File: config.mk
export PLATFORM = sky130hd
export DESIGN_NAME = pipeline_ctrl
export DESIGN_NICKNAME = d
export VERILOG_FILES = /design/src/rtl/pipeline_ctrl_pkg.sv /design/src/rtl/pipeline_ctrl_sat_counter.sv /design/src/rtl/pipeline_ctrl.sv
export SDC_FILE = /design/constraint.sdc
export NUM_CORES = 1
export LEC_CHECK = 0
export ABC_AREA = 1
export BUFFER_PORTS_ARGS = -buffer_cell sky130_fd_sc_hd__buf_2
export CORE_ASPECT_RATIO = 0.5
export CORE_MARGIN = 4
export CORE_UTILIZATION = 45
export DETAILED_ROUTE_END_ITERATION = 6
export PLACE_DENSITY = 0.69
export SLEW_MARGIN = 5
export SYNTH_ARGS = -nofsm -noshare
export SYNTH_HDL_FRONTEND = slang
export SYNTH_SLANG_ARGS = --single-unit
File: constraint.sdc
create_clock -name clk_i -period 4.5 [get_ports clk_i]
set_input_delay 0 -clock clk_i [delete_from_list [all_inputs] [get_ports clk_i]]
set_output_delay 0 -clock clk_i [all_outputs]
set_load 0.02 [all_outputs]
File: src/rtl/pipeline_ctrl_pkg.sv
// pipeline_ctrl_pkg: state encoding, output bundles and sizing helper for pipeline_ctrl
package pipeline_ctrl_pkg;
  typedef enum logic [2:0] {BOOT, RUN, LOAD_STALL, MEM_WAIT, DRAIN, HALT} ctrl_state_e;
  typedef struct packed {
    logic pc_en;
    logic pc_sel;
    logic if_de_en;
    logic if_de_flush;
    logic de_mw_en;
    logic de_mw_flush;
  } ctrl_out_t;
  localparam int CNT_W_DEF = 16;
  localparam int BOOT_CYC_DEF = 2;
  localparam int LOAD_STALL_CYC_DEF = 1;
  localparam int DRAIN_CYC_DEF = 2;
  localparam ctrl_out_t OUT_FREEZE = ctrl_out_t'(6'b000000);
  localparam ctrl_out_t OUT_RUN    = ctrl_out_t'(6'b101010);
  localparam ctrl_out_t OUT_BOOT   = ctrl_out_t'(6'b000101);
  localparam ctrl_out_t OUT_BUBBLE = ctrl_out_t'(6'b000011);
  localparam ctrl_out_t OUT_REDIR  = ctrl_out_t'(6'b111111);
  localparam ctrl_out_t OUT_DRAIN  = ctrl_out_t'(6'b000110);
  function automatic int cyc_w(int a, int b, int c);
    return $clog2(((a > b ? a : b) > c ? (a > b ? a : b) : c) + 1);
  endfunction
endpackage

File: src/rtl/pipeline_ctrl_sat_counter.sv
// sat_counter: event counter that sticks at all-ones instead of wrapping
module sat_counter #(
  parameter int W = 16
) (
  input  logic         clk_i,
  input  logic         clear_i,
  input  logic         en_i,
  output logic [W-1:0] cnt_o
);
  logic [W-1:0] cnt_q, cnt_d;
  always_comb cnt_d = clear_i ? '0 : (en_i && !(&cnt_q)) ? cnt_q + W'(1) : cnt_q;
  always_ff @(posedge clk_i) cnt_q <= cnt_d;
  assign cnt_o = cnt_q;
endmodule

File: src/rtl/pipeline_ctrl.sv
// pipeline_ctrl: sequences pipe-register enables/flushes from hazards, dmem handshake and halt
module pipeline_ctrl
  import pipeline_ctrl_pkg::*;
#(
  parameter int CNT_W          = CNT_W_DEF,
  parameter int BOOT_CYC       = BOOT_CYC_DEF,
  parameter int LOAD_STALL_CYC = LOAD_STALL_CYC_DEF,
  parameter int DRAIN_CYC      = DRAIN_CYC_DEF
) (
  input  logic             clk_i,
  input  logic             rst_ni,
  input  logic             hz_stall_i,
  input  logic             hz_redirect_i,
  input  logic             dmem_req_i,
  input  logic             dmem_ready_i,
  input  logic             halt_req_i,
  output logic             pc_en_o,
  output logic             pc_sel_o,
  output logic             if_de_en_o,
  output logic             if_de_flush_o,
  output logic             de_mw_en_o,
  output logic             de_mw_flush_o,
  output logic             halted_o,
  output logic [CNT_W-1:0] stall_cnt_o,
  output logic [CNT_W-1:0] flush_cnt_o
);
  localparam int CW = cyc_w(BOOT_CYC, LOAD_STALL_CYC, DRAIN_CYC);
  ctrl_state_e state_q, state_d;
  logic [CW-1:0] cyc_q, cyc_d;
  ctrl_out_t o;
  logic mem_wait, cyc_inc, stall_inc, flush_inc;
  assign mem_wait = dmem_req_i & ~dmem_ready_i;
  // The entry cycle from RUN counts as the first bubble/drain cycle, hence the -2 bounds.
  always_comb begin
    state_d = state_q;
    o = OUT_FREEZE;
    cyc_inc = 1'b0;
    flush_inc = 1'b0;
    case (state_q)
      BOOT: begin
        o = OUT_BOOT;
        cyc_inc = 1'b1;
        if (int'(cyc_q) >= BOOT_CYC - 1) state_d = RUN;
      end
      RUN: begin
        if (mem_wait) state_d = MEM_WAIT;
        else if (hz_stall_i) begin
          o = OUT_BUBBLE;
          if (LOAD_STALL_CYC > 1) state_d = LOAD_STALL;
        end else if (hz_redirect_i) begin
          o = OUT_REDIR;
          flush_inc = 1'b1;
        end else if (halt_req_i) begin
          o = OUT_DRAIN;
          state_d = DRAIN_CYC > 1 ? DRAIN : HALT;
        end else o = OUT_RUN;
      end
      LOAD_STALL: if (!mem_wait) begin
        o = OUT_BUBBLE;
        cyc_inc = 1'b1;
        if (int'(cyc_q) >= LOAD_STALL_CYC - 2) state_d = RUN;
      end
      MEM_WAIT: if (dmem_ready_i) begin
        o = OUT_RUN;
        state_d = RUN;
      end
      DRAIN: if (!mem_wait) begin
        o = OUT_DRAIN;
        cyc_inc = 1'b1;
        if (int'(cyc_q) >= DRAIN_CYC - 2) state_d = HALT;
      end
      HALT: if (!halt_req_i) state_d = RUN;
      default: state_d = BOOT;
    endcase
    cyc_d = (state_d != state_q) ? '0 : cyc_q + CW'(cyc_inc);
    stall_inc = ~o.pc_en & (state_q == RUN || state_q == LOAD_STALL || state_q == MEM_WAIT)
              & state_d != DRAIN & state_d != HALT;
  end
  always_ff @(posedge clk_i)
    if (!rst_ni) begin
      state_q <= BOOT;
      cyc_q <= '0;
    end else begin
      state_q <= state_d;
      cyc_q <= cyc_d;
    end
  assign {pc_en_o, pc_sel_o, if_de_en_o, if_de_flush_o, de_mw_en_o, de_mw_flush_o} = o;
  assign halted_o = state_q == HALT;
  sat_counter #(.W(CNT_W)) u_stall_cnt (
    .clk_i  (clk_i),
    .clear_i(~rst_ni),
    .en_i   (stall_inc),
    .cnt_o  (stall_cnt_o)
  );
  sat_counter #(.W(CNT_W)) u_flush_cnt (
    .clk_i  (clk_i),
    .clear_i(~rst_ni),
    .en_i   (flush_inc),
    .cnt_o  (flush_cnt_o)
  );
endmodule
* Word-level counts from Yosys, hierarchy flattened
Cells that the tools add are included.
Word-level totals: word-level logic and storage cells 58, input bits 7, latch bits 0, RAM bits 0, output and inout port bits 39, memory bits (read-only) 0, memories 0, flip-flop bits (word level) 37
Operators by class: shift-type cells 0, divide/modulo/power cells 0, bitwise gates (word level) 7, add/subtract/negate cells 3, multiply operators 0, reduce and logical (&&, ||, !) cells 11, order comparisons 1, muxes and demuxes 24, equal/unequal tests 8
Operators by type and width (count):
- adder 16 x 1 -> 16 bit (second input constant) | 2
- AND reduction 16 bit | 2
- two-way mux 3 bit | 10
- two-way mux 6 bit | 5
- one-hot mux 6 bit (5 select lines) | 1
- one-hot mux 3 bit (6 select lines) | 1
- == test 3 x 2 -> 1 bit (second input constant) | 2
- == test 3 bit (second input constant) | 2
- inequality test 3 bit (second input constant) | 2
- two-way mux 1 bit | 5
- AND 1 bit | 4
- OR reduction 2 bit | 2
- == test 3 x 1 -> 1 bit (second input constant) | 1
- zero test 3 bit | 1
- inequality test 3 bit | 1
- inverter 1 bit | 3
- adder 2 x 1 -> 2 bit | 1
- greater-or-equal comparator 2 x 1 -> 1 bit (second input constant) | 1
- logical AND 1 bit | 2
- zero test 1 bit | 2
- logical OR 1 bit | 2
- two-way mux 2 bit | 1
- one-hot mux 1 bit (2 select lines) | 1

* Logic depth before layout (Yosys ltp)
Gate-level depths: netlist of the first run.
depth in word-level cells 10, mapped depth 9, mapped depth without buffers 9

* Hierarchy
A second synthesis of the first run with hierarchy kept.
Unflattened totals: cell total of the unflattened synthesis 373, area total of the unflattened synthesis 2437.3 um^2
Modules (own cells, without submodules):
- sat_counter | area an instance 978.4 um^2, sequential area each 320.3 um^2, times used 2, cells each 146
- pipeline_ctrl | area an instance 480.5 um^2, sequential area each 100.1 um^2, times used 1, cells each 81

* Least setup slack after synthesis of the first run
No wires, ideal clock.
path type reg-to-reg, start register u_flush_cnt.cnt_q[0], in the netlist u_flush_cnt.cnt_o[0], end register u_flush_cnt.cnt_q[1], in the netlist u_flush_cnt.cnt_o[1], required time 4384 ps, period minus slack after synthesis 1753 ps, cell stages (with the launch flop) 9, arrival time 1637 ps, setup time 116 ps, buffers on the path 1, path slack 2747 ps, cell sequence dfxtp_1 ha_1 and3_1 nand2_1 o21ai_4 inv_4 buf_12 nor2_1 nor2_1
Between the ends: cells in the longest elaborated chain, start to end 3, elaborated cells on any way between the ends 4, those cells by class add/sub: 1; reduce/logical: 3
Ends and longest elaborated chain:
- from (decl) | line pipeline_ctrl_sat_counter.sv:10 | logic [W-1:0] cnt_q, cnt_d;
- from (signal assigned) | line pipeline_ctrl_sat_counter.sv:12 | always_ff @(posedge clk_i) cnt_q <= cnt_d;
- branches (longest 3 deep; another with adder 16 x 1 -> 16 bit)
Parallel ways; which one is timed is not known. A chain may end at the register's enable or synchronous reset.

* Worst setup path after layout of the first run
start register u_flush_cnt.cnt_q[0], in the netlist u_flush_cnt.cnt_o[0], end register u_flush_cnt.cnt_q[3], in the netlist u_flush_cnt.cnt_o[3]
Same word-level chain as after synthesis.

==> reports/results.md, run 1 <==
| Metric | Value |
|:---|:---|
| Run status | finished clean |
| Startpoint of the lowest-slack hold path | dmem_req_i |
| Die width | 110.4 microns |
| Slowest stage cell, crit path | sky130_fd_sc_hd__dfxtp_1 |
| Count of pins over their slew limit | 0 |
| Post-DRT Antenna Nets | 0 |
| Commonest non-fill, non-tap cell in the layout | sky130_fd_sc_hd__nand2_1 |
| Most frequent cells in the layout | 95 x sky130_fd_sc_hd__nand2_1, 45 x sky130_fd_sc_hd__buf_2, 43 x sky130_fd_sc_hd__nor2_1 |
| Series of cell instances along the critical path | ha_1, and3_1, nand2_1, o21ai_4, inv_4, nand2_1, a21oi_1 |
| Clock input transition at the sequential cells of the worst setup and hold paths | 70 ps |
| Critical path peak fanout | 17 |
| Post-DR wirelength/cell | 12.31 microns |
| Switching part of the total | 37.18% |
| Main synth FF type | sky130_fd_sc_hd__dfxtp_1 |
| Power Dens Cells | 329.2 mW/mm^2 |
| Hold EP | state_q[0]$_SDFF_PN0_ |
| Worst min-delay path class | in2reg |
| Total negative slack | 0 ps |
| Biggest cell delay along the critical path | 440 ps |
| Endpoint of the worst register-to-register path | u_flush_cnt.cnt_o[3]$_SDFFE_PN0P_ |
| Sink count of the clock tree | 37 |
| Number of cells on the worst hold path | 4 |
| Max clock buf depth | 2 |
| Max rail drop VDD | 0.1610 mV |
| Post-CTS repair timing setup buffer count | 0 |
| Area of the mapped netlist | 0.002361 sq mm |
| CTS tree | done |
| Critical register-to-register path startpoint | u_flush_cnt.cnt_o[0]$_SDFFE_PN0P_ |
| Setup slack, reg-to-reg | 2480 ps |
| Cell type with the highest occurrence count on the critical path | sky130_fd_sc_hd__nand2_1 |
| Synthesis-stage register bit count | 37 |
| Crit path buf inv count | 1 |
| RSZ-0062 raised after global routing | no |
| H-Tree Depth | 2 |
| Syn Inst Count | 353 |
| Vertical die dimension | 59.22 microns |
| Post-route standard cell area excluding fillers | 0.002708 sq mm |
| Area after DPL | 0.002611 sq mm |
| N_diodes | 0 |
| Ranking of synthesized cells by area | sky130_fd_sc_hd__dfxtp_1 31%, sky130_fd_sc_hd__nand2_1 15%, sky130_fd_sc_hd__nand3_1 8.3%, sky130_fd_sc_hd__nor2_1 6.8%, sky130_fd_sc_hd__a21oi_1 5.1% |
| Distinct cell type count after synthesis | 30 |
| CP Data Required Time | 4640 ps |
| Initial Util | 47.22% |
| Wire length of the first global-routing pass | 10030 microns |
| Share of the clock period used by the worst path | 44.95% |
| Insertion delay to the later sink of the worst-skew pair | 280 ps |
| Routability congestion estimate from global placement | 0.8921 |
| Overall routing resource usage | 18.34% |
| Seq pwr share | 41.3% |
| Number of primary I/O pins | 46 |
| Mean cell area of the mapped netlist | 6.688 sq um |
| Net Sw Power | 0.3315 mW |
| Gate family responsible for the most delay along the worst path | compound AO/OA/AOI/OAI gates |
| Leading area contributor after synthesis | sky130_fd_sc_hd__dfxtp_1 |
| Final count of negative-setup-slack endpoints | 0 |
| Highest clock rate | 494.4 MHz |
| Sequential area share after synthesis | 31.37% |
| Vias per cell | 5.246 |
| Detailed placement HPWL | 4319 microns |
| Area of the core | 0.005000 sq mm |
| Clock group share of total power | 26.2% |
| Row count | 18 |
| Area grow syn2layout | 14.68% |
| Syn Nets | 363 |
| Total Die Area | 0.006540 sq mm |
| Layout cells sized above 1 | 19.85% |
| CP startpoint kind | flop |
| Total vias in the final route | 2455 |
| Slew @ Worst Pin | 504.5 ps |
| GR Overflow Total | 0 |
| Total chip power | 0.8914 mW |
| Capturing element type of the critical path | flop |
| Inserted Clock Buffers | 5 |
| Data arrival at the endpoint of the critical path | 2160 ps |
| Pin count of the biggest net entering global routing | 21 |
| Synthesis warning total | 0 |
| Buffers on Ports | 45 |
| Initial antenna violation count | 0 |
| Length in cells of the worst reg-to-reg path | 7 |
| Total wire length | 5759 microns |
| Max-Cap Viols | 0 |
| Root buf cell | sky130_fd_sc_hd__clkbuf_8 |
| Time the final worst path needs with I/O delays and setup | 2023 ps |
| Leakage dissipation | 1.092 nW |
| Fraction of synthesis flops using an asynchronous set or reset pin | 0% |
| Detailed Routing Iterations Pass 1 | 5 |
| Worst setup path category | reg2reg |
| Count of flip-flops with a built-in enable after synthesis | 0 |
| Residual DRC count | 0 |
| Power Internal | 0.5599 mW |
| Via count of the first global-routing pass | 2232 |
| Worst setup skew after layout | 8.422 ps |
| Net count of the finished layout | 408 |
| Final Hold Viols | 0 |
| Portion of synthesized cell area occupied by the leading cell type | 31.37% |
| Worst relative slew slack | 66.33% |
| Part of the total power dissipated in combinational logic | 32.5% |
| DRC violation total after the first TritonRoute iteration | 155 |
-- synth_stat cells (all sizes together), types with 6 or more instances --
cell	n
nand2	103
nor2	45
nand3	40
dfxtp	37
a21oi	33
inv	30
o21ai	13
xor2	12
xnor2	10
nand4	7
buf	6
nor3	6
-- final cells by class --
type                       count  area (sq um)
fill                         518          2292
multi-input combinational    277          1435
sequential                    37         740.7
timing repair buffer          47         242.7
inverter                      30         115.1
tap                           70         87.58
clock buffer                   7         86.33
-- cell families after synthesis --
| family | Yosys count | share of synthesized area [%] |
|---|---|---|
| xor+xnor | 22 | 8.161 |
| buf+inv | 39 | 7.843 |
| fa+ha+maj | 3 | 1.590 |
| simple gates | 202 | 38.16 |
| flops | 37 | 31.37 |
| compound gates | 50 | 12.88 |
-- state kept, by name, summed over array words and instances (netlist names) --
register and flops:
state_q 3, u_flush_cnt.cnt_o 16, cyc_q 2, u_stall_cnt.cnt_o 16
-- tightest hold or removal path, delay by kind of cell --
family / cells / cell delay, ps
and+or+nand+nor: 2 / 180
buffers and inverters: 1 / 100
AOI/OAI and AO/OA: 1 / 80
-- power by group through the flow --
stage               Sequential (mW)  Combinational [mW]  Clock [mW]
detailed placement            0.375               0.291           0
global placement              0.373               0.286           0
floorplan                     0.379               0.233           0
CTS                           0.367               0.293       0.240
global route                  0.370               0.326       0.258
finish                        0.368               0.290       0.234
-- routing by layer --
layer	vias to the layer above	part of all wire (%)	wire length [microns]	GRT usage [%]
met3	6	7.7	444	5.097
li1	1242	-	-	-
met5	-	0	0	0
met1	1128	46	2639	22.82
met4	0	0.68	39	3.860
met2	79	46	2635	32.59
-- per-stage QoR --
step	hold WS, ps	std cells	setup slack (ps)	utilization, %
floorplan	43.30	353	2747	-
global placement	270.3	460	2549	52.23
detailed placement	277.7	460	2534	52.23
CTS	138.0	468	2481	54.15
global route	168.9	468	2338	54.15
finish	136.2	468	2477	54.15
-- worst max-delay path by stage --
stage / from / endpoint / slack (ps) / cells after the start
final: u_flush_cnt.cnt_o[0]$_SDFFE_PN0P_ / u_flush_cnt.cnt_o[3]$_SDFFE_PN0P_ / 2480 / 7
after global routing: u_flush_cnt.cnt_o[0]$_SDFFE_PN0P_ / u_flush_cnt.cnt_o[0]$_SDFFE_PN0P_ / 2340 / 8
after CTS: u_flush_cnt.cnt_o[0]$_SDFFE_PN0P_ / u_flush_cnt.cnt_o[3]$_SDFFE_PN0P_ / 2480 / 7
after detailed placement: u_flush_cnt.cnt_o[0]$_SDFFE_PN0P_ / u_flush_cnt.cnt_o[3]$_SDFFE_PN0P_ / 2530 / 7
after global placement: u_flush_cnt.cnt_o[0]$_SDFFE_PN0P_ / u_flush_cnt.cnt_o[14]$_SDFFE_PN0P_ / 2550 / 7
after floorplan: u_flush_cnt.cnt_o[0]$_SDFFE_PN0P_ / u_flush_cnt.cnt_o[1]$_SDFFE_PN0P_ / 2750 / 8
-- what timing repair did --
item	CTS	global route
hold buffers	1	0
hold endpoints to repair	2	0
resized for setup	0	0
Note: power is estimated with default switching activity, not from simulation.
==> inputs of run 2 (changes only) <==
--- a/config.mk
+++ b/config.mk
@@ -11,7 +11,7 @@
 export CORE_MARGIN = 4
 export CORE_UTILIZATION = 45
 export DETAILED_ROUTE_END_ITERATION = 6
-export PLACE_DENSITY = 0.69
+export PLACE_DENSITY = 0.72
 export SLEW_MARGIN = 5
 export SYNTH_ARGS = -nofsm -noshare
 export SYNTH_HDL_FRONTEND = slang
==> constraint.sdc (replaced) <==
create_clock -name clk_i -period 1.8 [get_ports clk_i]
set_input_delay 0 -clock clk_i [delete_from_list [all_inputs] [get_ports clk_i]]
set_output_delay 0 -clock clk_i [all_outputs]
set_load 0.02 [all_outputs]
==> run 2 against run 1 <==
Cell area increased by 5.5%. Cell count rose by 3.8%. Clock skew shrank 0.74 ps. Sequential power up 150%. Hold slack worse by 8.1 ps. Critical endpoint is now u_stall_cnt.cnt_o[15]$_SDFFE_PN0P_.
==> reports/results.md, run 2 (same netlist as run 1, synthesis figures left out) <==
| Metric | Value | Delta |
|:---|:---|:---|
| Slew @ Worst Pin | 433.8 ps | -70.66 ps |
| DRC violation total after the first TritonRoute iteration | 185 | +19% |
| Detailed Routing Iterations Pass 1 | 5 | unchanged |
| Max clock buf depth | 2 | unchanged |
| Commonest non-fill, non-tap cell in the layout | sky130_fd_sc_hd__nand2_1 |  |
| Utilization of the core after routing | 57.13% | +3.0 points |
| Data arrival at the endpoint of the critical path | 1930 ps | -230 ps |
| Net count of the finished layout | 426 | +4.4% |
| Total Die Area | 0.006540 sq mm | unchanged |
| Max-Cap Viols | 0 | unchanged |
| Wire length of the first global-routing pass | 10070 microns | +0.42% |
| Total wire length | 5972 microns | +3.7% |
| Power Dens Cells | 807.8 mW/mm^2 | +150% |
| Length in cells of the worst reg-to-reg path | 8 | +1 |
| Die width | 110.4 microns | unchanged |
| N_diodes | 0 | unchanged |
| Insertion delay to the later sink of the worst-skew pair | 290 ps | about the same |
| Worst relative slew slack | 71.05% | +4.7 points |
| Final count of negative-setup-slack endpoints | 0 | unchanged |
| Worst setup skew after layout | 7.683 ps | -0.7384 ps |
| Vias per cell | 5.167 | -1.5% |
| Number of primary I/O pins | 46 | unchanged |
| Fillers | 481 | -7.1% |
| Sink count of the clock tree | 37 | unchanged |
| Row count | 18 | unchanged |
| Vertical die dimension | 59.22 microns | unchanged |
| Final Hold Viols | 0 | unchanged |
| Setup slack, reg-to-reg | 90 ps | -2380 ps |
| Non-Filler Instances | 486 | +3.8% |
| Via count of the first global-routing pass | 2273 | +1.8% |
| Post-DR wirelength/cell | 12.29 microns | -0.14% |
| Total chip power | 2.308 mW | +160% |
| Area of the core | 0.005000 sq mm | unchanged |
| Routability congestion estimate from global placement | 0.9062 | +1.6% |
| Share of the clock period used by the worst path | 94.87% | +50 points |
| Inserted Clock Buffers | 5 | unchanged |
| Overall routing resource usage | 18.41% | +0.063 points |
| Endpoint of the worst register-to-register path | u_stall_cnt.cnt_o[15]$_SDFFE_PN0P_ |  |
| CP startpoint kind | flop |  |
| Leakage dissipation | 1.185 nW | +8.5% |
| Residual DRC count | 0 | unchanged |
| Total vias in the final route | 2511 | +2.3% |
| Most frequent cells in the layout | 93 x sky130_fd_sc_hd__nand2_1, 45 x sky130_fd_sc_hd__buf_2, 43 x sky130_fd_sc_hd__nor2_1 |  |
| Initial Util | 47.22% | unchanged |
| H-Tree Depth | 2 | unchanged |
| Capture point of the worst path | u_stall_cnt.cnt_o[15]$_SDFFE_PN0P_ |  |
| Met3 usage | 4.383% | -0.71 points |
| Root buf cell | sky130_fd_sc_hd__clkbuf_8 |  |
| Worst min-delay path class | in2reg |  |
| Highest clock rate | 585.6 MHz | +18% |
| Pin count of the biggest net entering global routing | 18 | -14% |
| GR Overflow Total | 0 | unchanged |
| Critical register-to-register path startpoint | u_stall_cnt.cnt_o[1]$_SDFFE_PN0P_ |  |
| Start point of the critical path | u_stall_cnt.cnt_o[1]$_SDFFE_PN0P_ |  |
| Buffers on Ports | 45 | unchanged |
| Capturing element type of the critical path | flop |  |
| Met1 Track Usage GR | 24.18% | +1.4 points |
| Post-DRT Antenna Nets | 0 | unchanged |
| Worst setup path category | reg2reg |  |
| RSZ-0062 raised after global routing | yes |  |
| CTS tree | done |  |
| Layout cells sized above 1 | 24.52% | +4.7 points |
| Met2 demand-to-capacity share in global routing | 31.90% | -0.69 points |
| Detailed placement HPWL | 4500 microns | +4.2% |
| Time the final worst path needs with I/O delays and setup | 1708 ps | -315.0 ps |
| Max rail drop VDD | 0.4153 mV | +160% |
| Run status | finished clean |  |
| Clock input transition at the sequential cells of the worst setup and hold paths | 80 ps | about the same |
| Initial antenna violation count | 0 | unchanged |
| Count of pins over their slew limit | 0 | unchanged |
| Area grow syn2layout | 20.99% |  |
| Critical path peak fanout | 10 | -7 |
| CP Data Required Time | 2020 ps | -2620 ps |
| GRT Max-Usage Layer | met2 |  |
| Placed instance count | 477 | +3.7% |
-- run 2: cell types whose count changed in the layout (fill, tap and decap cells not counted) --
cell	change
sky130_fd_sc_hd__ha_2	+1
sky130_fd_sc_hd__buf_4	+18
sky130_fd_sc_hd__dfxtp_1	-1
sky130_fd_sc_hd__nor3_2	+1
sky130_fd_sc_hd__nor3_1	-1
sky130_fd_sc_hd__dfxtp_2	+1
sky130_fd_sc_hd__ha_1	-1
sky130_fd_sc_hd__nand2_2	+2
sky130_fd_sc_hd__nand2_1	-2
-- run 2: area by class of cell --
| class | instances | area (sq um) | area share [%] |
|---|---|---|---|
| Tap cell | 70 | 87.58 | 3.066 |
| Sequential cell | 37 | 742.0 | 25.97 |
| Inverter | 30 | 115.1 | 4.030 |
| Timing Repair Buffer | 65 | 377.9 | 13.23 |
| Clock buffer | 7 | 86.33 | 3.022 |
| Multi-Input combinational cell | 277 | 1448 | 50.68 |
-- run 2: metal layers --
layer	vias up	wire [microns]
met2	62	2799
li1	1280	-
met1	1164	2866
met3	5	277
met4	0	27
met5	-	0
-- run 2: per-stage QoR --
step / cell area, sq um / hold slack [ps] / setup TNS, ps / worst slack (ps)
2_1_floorplan: 2361 / 43.30 / 0 / 46.77
3_3_place_gp: 2739 / 270.2 / 0 / 128.8
3_5_place_dp: 2739 / 284.4 / 0 / 58.71
4_1_cts: 2835 / 122.6 / 0 / 36.22
5_1_grt: 2856 / 191.1 / -102.9 / -28.14
6_report: 2856 / 128.1 / 0 / 92.31
-- run 2: critical path, stage by stage, from the launching register on --
cell and delay, ps:
sky130_fd_sc_hd__dfxtp_1 380, sky130_fd_sc_hd__ha_2 220, sky130_fd_sc_hd__nand3_1 140, sky130_fd_sc_hd__nor3_2 290
sky130_fd_sc_hd__nand2_2 120, sky130_fd_sc_hd__nand4_2 110, sky130_fd_sc_hd__buf_4 170, sky130_fd_sc_hd__nand2_1 70
sky130_fd_sc_hd__a21oi_1 120
-- run 2: how the worst min path moves through the flow --
stage / start / cells past startpoint / end
after floorplan: hz_stall_i / 1 / pc_sel_o
after global placement: rst_ni / 3 / u_flush_cnt.cnt_o[0]$_SDFFE_PN0P_
after detailed placement: rst_ni / 3 / u_flush_cnt.cnt_o[0]$_SDFFE_PN0P_
after CTS: dmem_req_i / 4 / state_q[0]$_SDFF_PN0_
after global routing: dmem_req_i / 4 / state_q[0]$_SDFF_PN0_
final: dmem_req_i / 4 / state_q[0]$_SDFF_PN0_
-- run 2: where the power goes --
| part | leakage, nW | internal (mW) | switching [mW] |
|---|---|---|---|
| logic | 0.841 | 0.279 | 0.518 |
| registers | 0.299 | 0.867 | 0.0420 |
| clock network | 0.0443 | 0.304 | 0.298 |
-- run 2: repair_timing --
item | in CTS | in global routing
gates resized for setup | 0 | 5
hold buffers | 1 | 0
setup endpoints to repair | 0 | 21
buffers inserted | 0 | 1
endpoints found under the hold margin | 2 | 0
==> inputs of run 3 (changes only) <==
--- a/config.mk
+++ b/config.mk
@@ -12,6 +12,7 @@
 export CORE_UTILIZATION = 45
 export DETAILED_ROUTE_END_ITERATION = 6
 export PLACE_DENSITY = 0.72
+export RECOVER_POWER = 50
 export SLEW_MARGIN = 5
 export SYNTH_ARGS = -nofsm -noshare
 export SYNTH_HDL_FRONTEND = slang
==> run 3 against run 2 <==
Maximum frequency is essentially flat. Cell area decreased by 1.4%. Clock-buffer cell count unchanged. Register-to-register slack about the same. First-iteration DRC count is 5.9% lower. Global-route usage is the same. Clock power shrank 1%. Flip-flop and latch count did not move. Via count is 0.12% higher.
==> reports/results.md, run 3 (same netlist as run 1, synthesis figures left out) <==
| Metric | Value | Delta |
|:---|:---|:---|
| Capturing element type of the critical path | flop |  |
| Routability congestion estimate from global placement | 0.9062 | unchanged |
| CTS tree | done |  |
| Gate family responsible for the most delay along the worst path | simple AND/OR/NAND/NOR gates |  |
| Detailed Routing Iterations Pass 1 | 6 | +1 |
| Vias per cell | 5.173 | +0.12% |
| Area grow syn2layout | 19.24% |  |
| CP startpoint kind | flop |  |
| DRC violation total after the first TritonRoute iteration | 174 | -5.9% |
| Die width | 110.4 microns | unchanged |
| Initial Util | 47.22% | unchanged |
| GR Overflow Total | 0 | unchanged |
| Power Dens Cells | 816.5 mW/mm^2 | +1.1% |
| Final count of negative-setup-slack endpoints | 0 | unchanged |
| Initial antenna violation count | 0 | unchanged |
| H-Tree Depth | 2 | unchanged |
| Total Die Area | 0.006540 sq mm | unchanged |
| Share of the clock period used by the worst path | 94.93% | about the same |
| Worst min-delay path class | in2reg |  |
| Area after DPL | 0.002739 sq mm | unchanged |
| Worst relative slew slack | 71.13% | +0.089 points |
| CP Data Required Time | 2020 ps | about the same |
| Insertion delay to the later sink of the worst-skew pair | 280 ps | about the same |
| Highest clock rate | 585.2 MHz | about the same |
| Count of pins over their slew limit | 0 | unchanged |
| Data arrival at the endpoint of the critical path | 1930 ps | about the same |
| Net count of the finished layout | 426 | unchanged |
| Fillers | 496 | +3.1% |
| Row count | 18 | unchanged |
| N_diodes | 0 | unchanged |
| Buffers on Ports | 45 | unchanged |
| Max rail drop VDD | 0.4155 mV | about the same |
| Detailed placement HPWL | 4500 microns | unchanged |
| Max clock buf depth | 2 | unchanged |
| Pin count of the biggest net entering global routing | 18 | unchanged |
| Clock input transition at the sequential cells of the worst setup and hold paths | 70 ps | about the same |
| Critical path peak fanout | 10 | unchanged |
| Setup slack, reg-to-reg | 90 ps | about the same |
| Crit path buf inv count | 1 | unchanged |
| Layout cells sized above 1 | 16.59% | -7.9 points |
| Post-route standard cell area excluding fillers | 0.002815 sq mm | -1.4% |
| Root buf cell | sky130_fd_sc_hd__clkbuf_8 |  |
| Slowest stage cell, crit path | sky130_fd_sc_hd__dfxtp_1 |  |
| Post-DRT Antenna Nets | 0 | unchanged |
| Run status | finished clean |  |
| Leakage dissipation | 1.040 nW | -12% |
| Total vias in the final route | 2514 | +0.12% |
| Final Hold Viols | 0 | unchanged |
| Pre-CTS setup slack | 58.71 ps | unchanged |
| Post-DR wirelength/cell | 12.27 microns | -0.17% |
| Number of primary I/O pins | 46 | unchanged |
| Most frequent cells in the layout | 93 x sky130_fd_sc_hd__nand2_1, 43 x sky130_fd_sc_hd__nor2_1, 39 x sky130_fd_sc_hd__nand3_1 |  |
| Commonest non-fill, non-tap cell in the layout | sky130_fd_sc_hd__nand2_1 |  |
| Biggest cell delay along the critical path | 380 ps | about the same |
| Residual DRC count | 0 | unchanged |
| Final setup margin | 91.23 ps | -1.081 ps |
| Wire length of the first global-routing pass | 10070 microns | unchanged |
| Slew @ Worst Pin | 432.5 ps | -1.329 ps |
| Series of cell instances along the critical path | ha_2, nand3_1, nor3_2, nand2_2, nand4_2, buf_4, nand2_1, a21oi_1 |  |
| Vertical die dimension | 59.22 microns | unchanged |
| Overall routing resource usage | 18.41% | unchanged |
| Worst setup path category | reg2reg |  |
| RSZ-0062 raised after global routing | yes |  |
| Inserted Clock Buffers | 5 | unchanged |
| Time the final worst path needs with I/O delays and setup | 1709 ps | +1.081 ps |
| Max-Cap Viols | 0 | unchanged |
| Via count of the first global-routing pass | 2273 | unchanged |
| Worst setup skew after layout | 4.966 ps | -2.717 ps |
| Total wire length | 5962 microns | -0.17% |
| Area of the core | 0.005000 sq mm | unchanged |
| Sink count of the clock tree | 37 | unchanged |
## run 3: area by class of cell
cell class / instances / area (sq um) / share of cell area [%]
Tap cell: 70 / 87.58 / 3.111
Sequential cell: 37 / 742.0 / 26.36
Multi-Input combinational cell: 277 / 1448 / 51.42
Clock buffer: 7 / 86.33 / 3.067
Inverter: 30 / 115.1 / 4.089
Timing Repair Buffer: 65 / 336.6 / 11.96
## run 3: worst paths after layout
path | start | end | depth (start not counted)
setup / recovery | u_stall_cnt.cnt_o[1]$_SDFFE_PN0P_ | u_stall_cnt.cnt_o[15]$_SDFFE_PN0P_ | 8
hold / removal | dmem_req_i | state_q[0]$_SDFF_PN0_ | 4
setup reg to reg | u_stall_cnt.cnt_o[1]$_SDFFE_PN0P_ | u_stall_cnt.cnt_o[15]$_SDFFE_PN0P_ | 8
hold reg to reg | u_stall_cnt.cnt_o[1]$_SDFFE_PN0P_ | u_stall_cnt.cnt_o[1]$_SDFFE_PN0P_ | 2
## run 3: layer usage
layer / global-route usage, % / up-vias / wire (microns)
met5: 0 / - / 0
met4: 3.158 / 0 / 28
met3: 4.383 / 5 / 309
met2: 31.90 / 66 / 2802
met1: 24.18 / 1163 / 2821
li1: - / 1280 / -
## run 3: what timing repair did
action                     CTS  global route
setup endpoints to repair    0            21
gates resized for setup      0             5
hold endpoints to repair     2             0
setup buffers                0             1
hold buffers                 1             0
## run 3: worst reg2reg max path, cell delays in order, from the launching register on
cell                      delay, ps
sky130_fd_sc_hd__dfxtp_1        380
sky130_fd_sc_hd__ha_2           220
sky130_fd_sc_hd__nand3_1        140
sky130_fd_sc_hd__nor3_2         300
sky130_fd_sc_hd__nand2_2        120
sky130_fd_sc_hd__nand4_2        110
sky130_fd_sc_hd__buf_4          170
sky130_fd_sc_hd__nand2_1         70
sky130_fd_sc_hd__a21oi_1        120
## run 3: report_power, final
part / internal [mW] / switching, mW / leakage [nW]
clock: 0.304 / 0.291 / 0.0443
combinational: 0.274 / 0.520 / 0.696
sequential: 0.867 / 0.0422 / 0.299
total: 1.44 / 0.854 / 1.04
## run 3: per-stage QoR
stage	power (mW)	hold WS, ps	setup TNS, ps	utilization [%]	instances
floorplan	1.532	43.30	0	-	353
global placement	1.703	270.2	0	54.78	477
detailed placement	1.728	284.4	0	54.78	477
CTS	2.325	122.6	0	56.71	485
global route	2.443	191.1	-128.6	56.31	486
finish	2.299	135.4	0	56.31	486
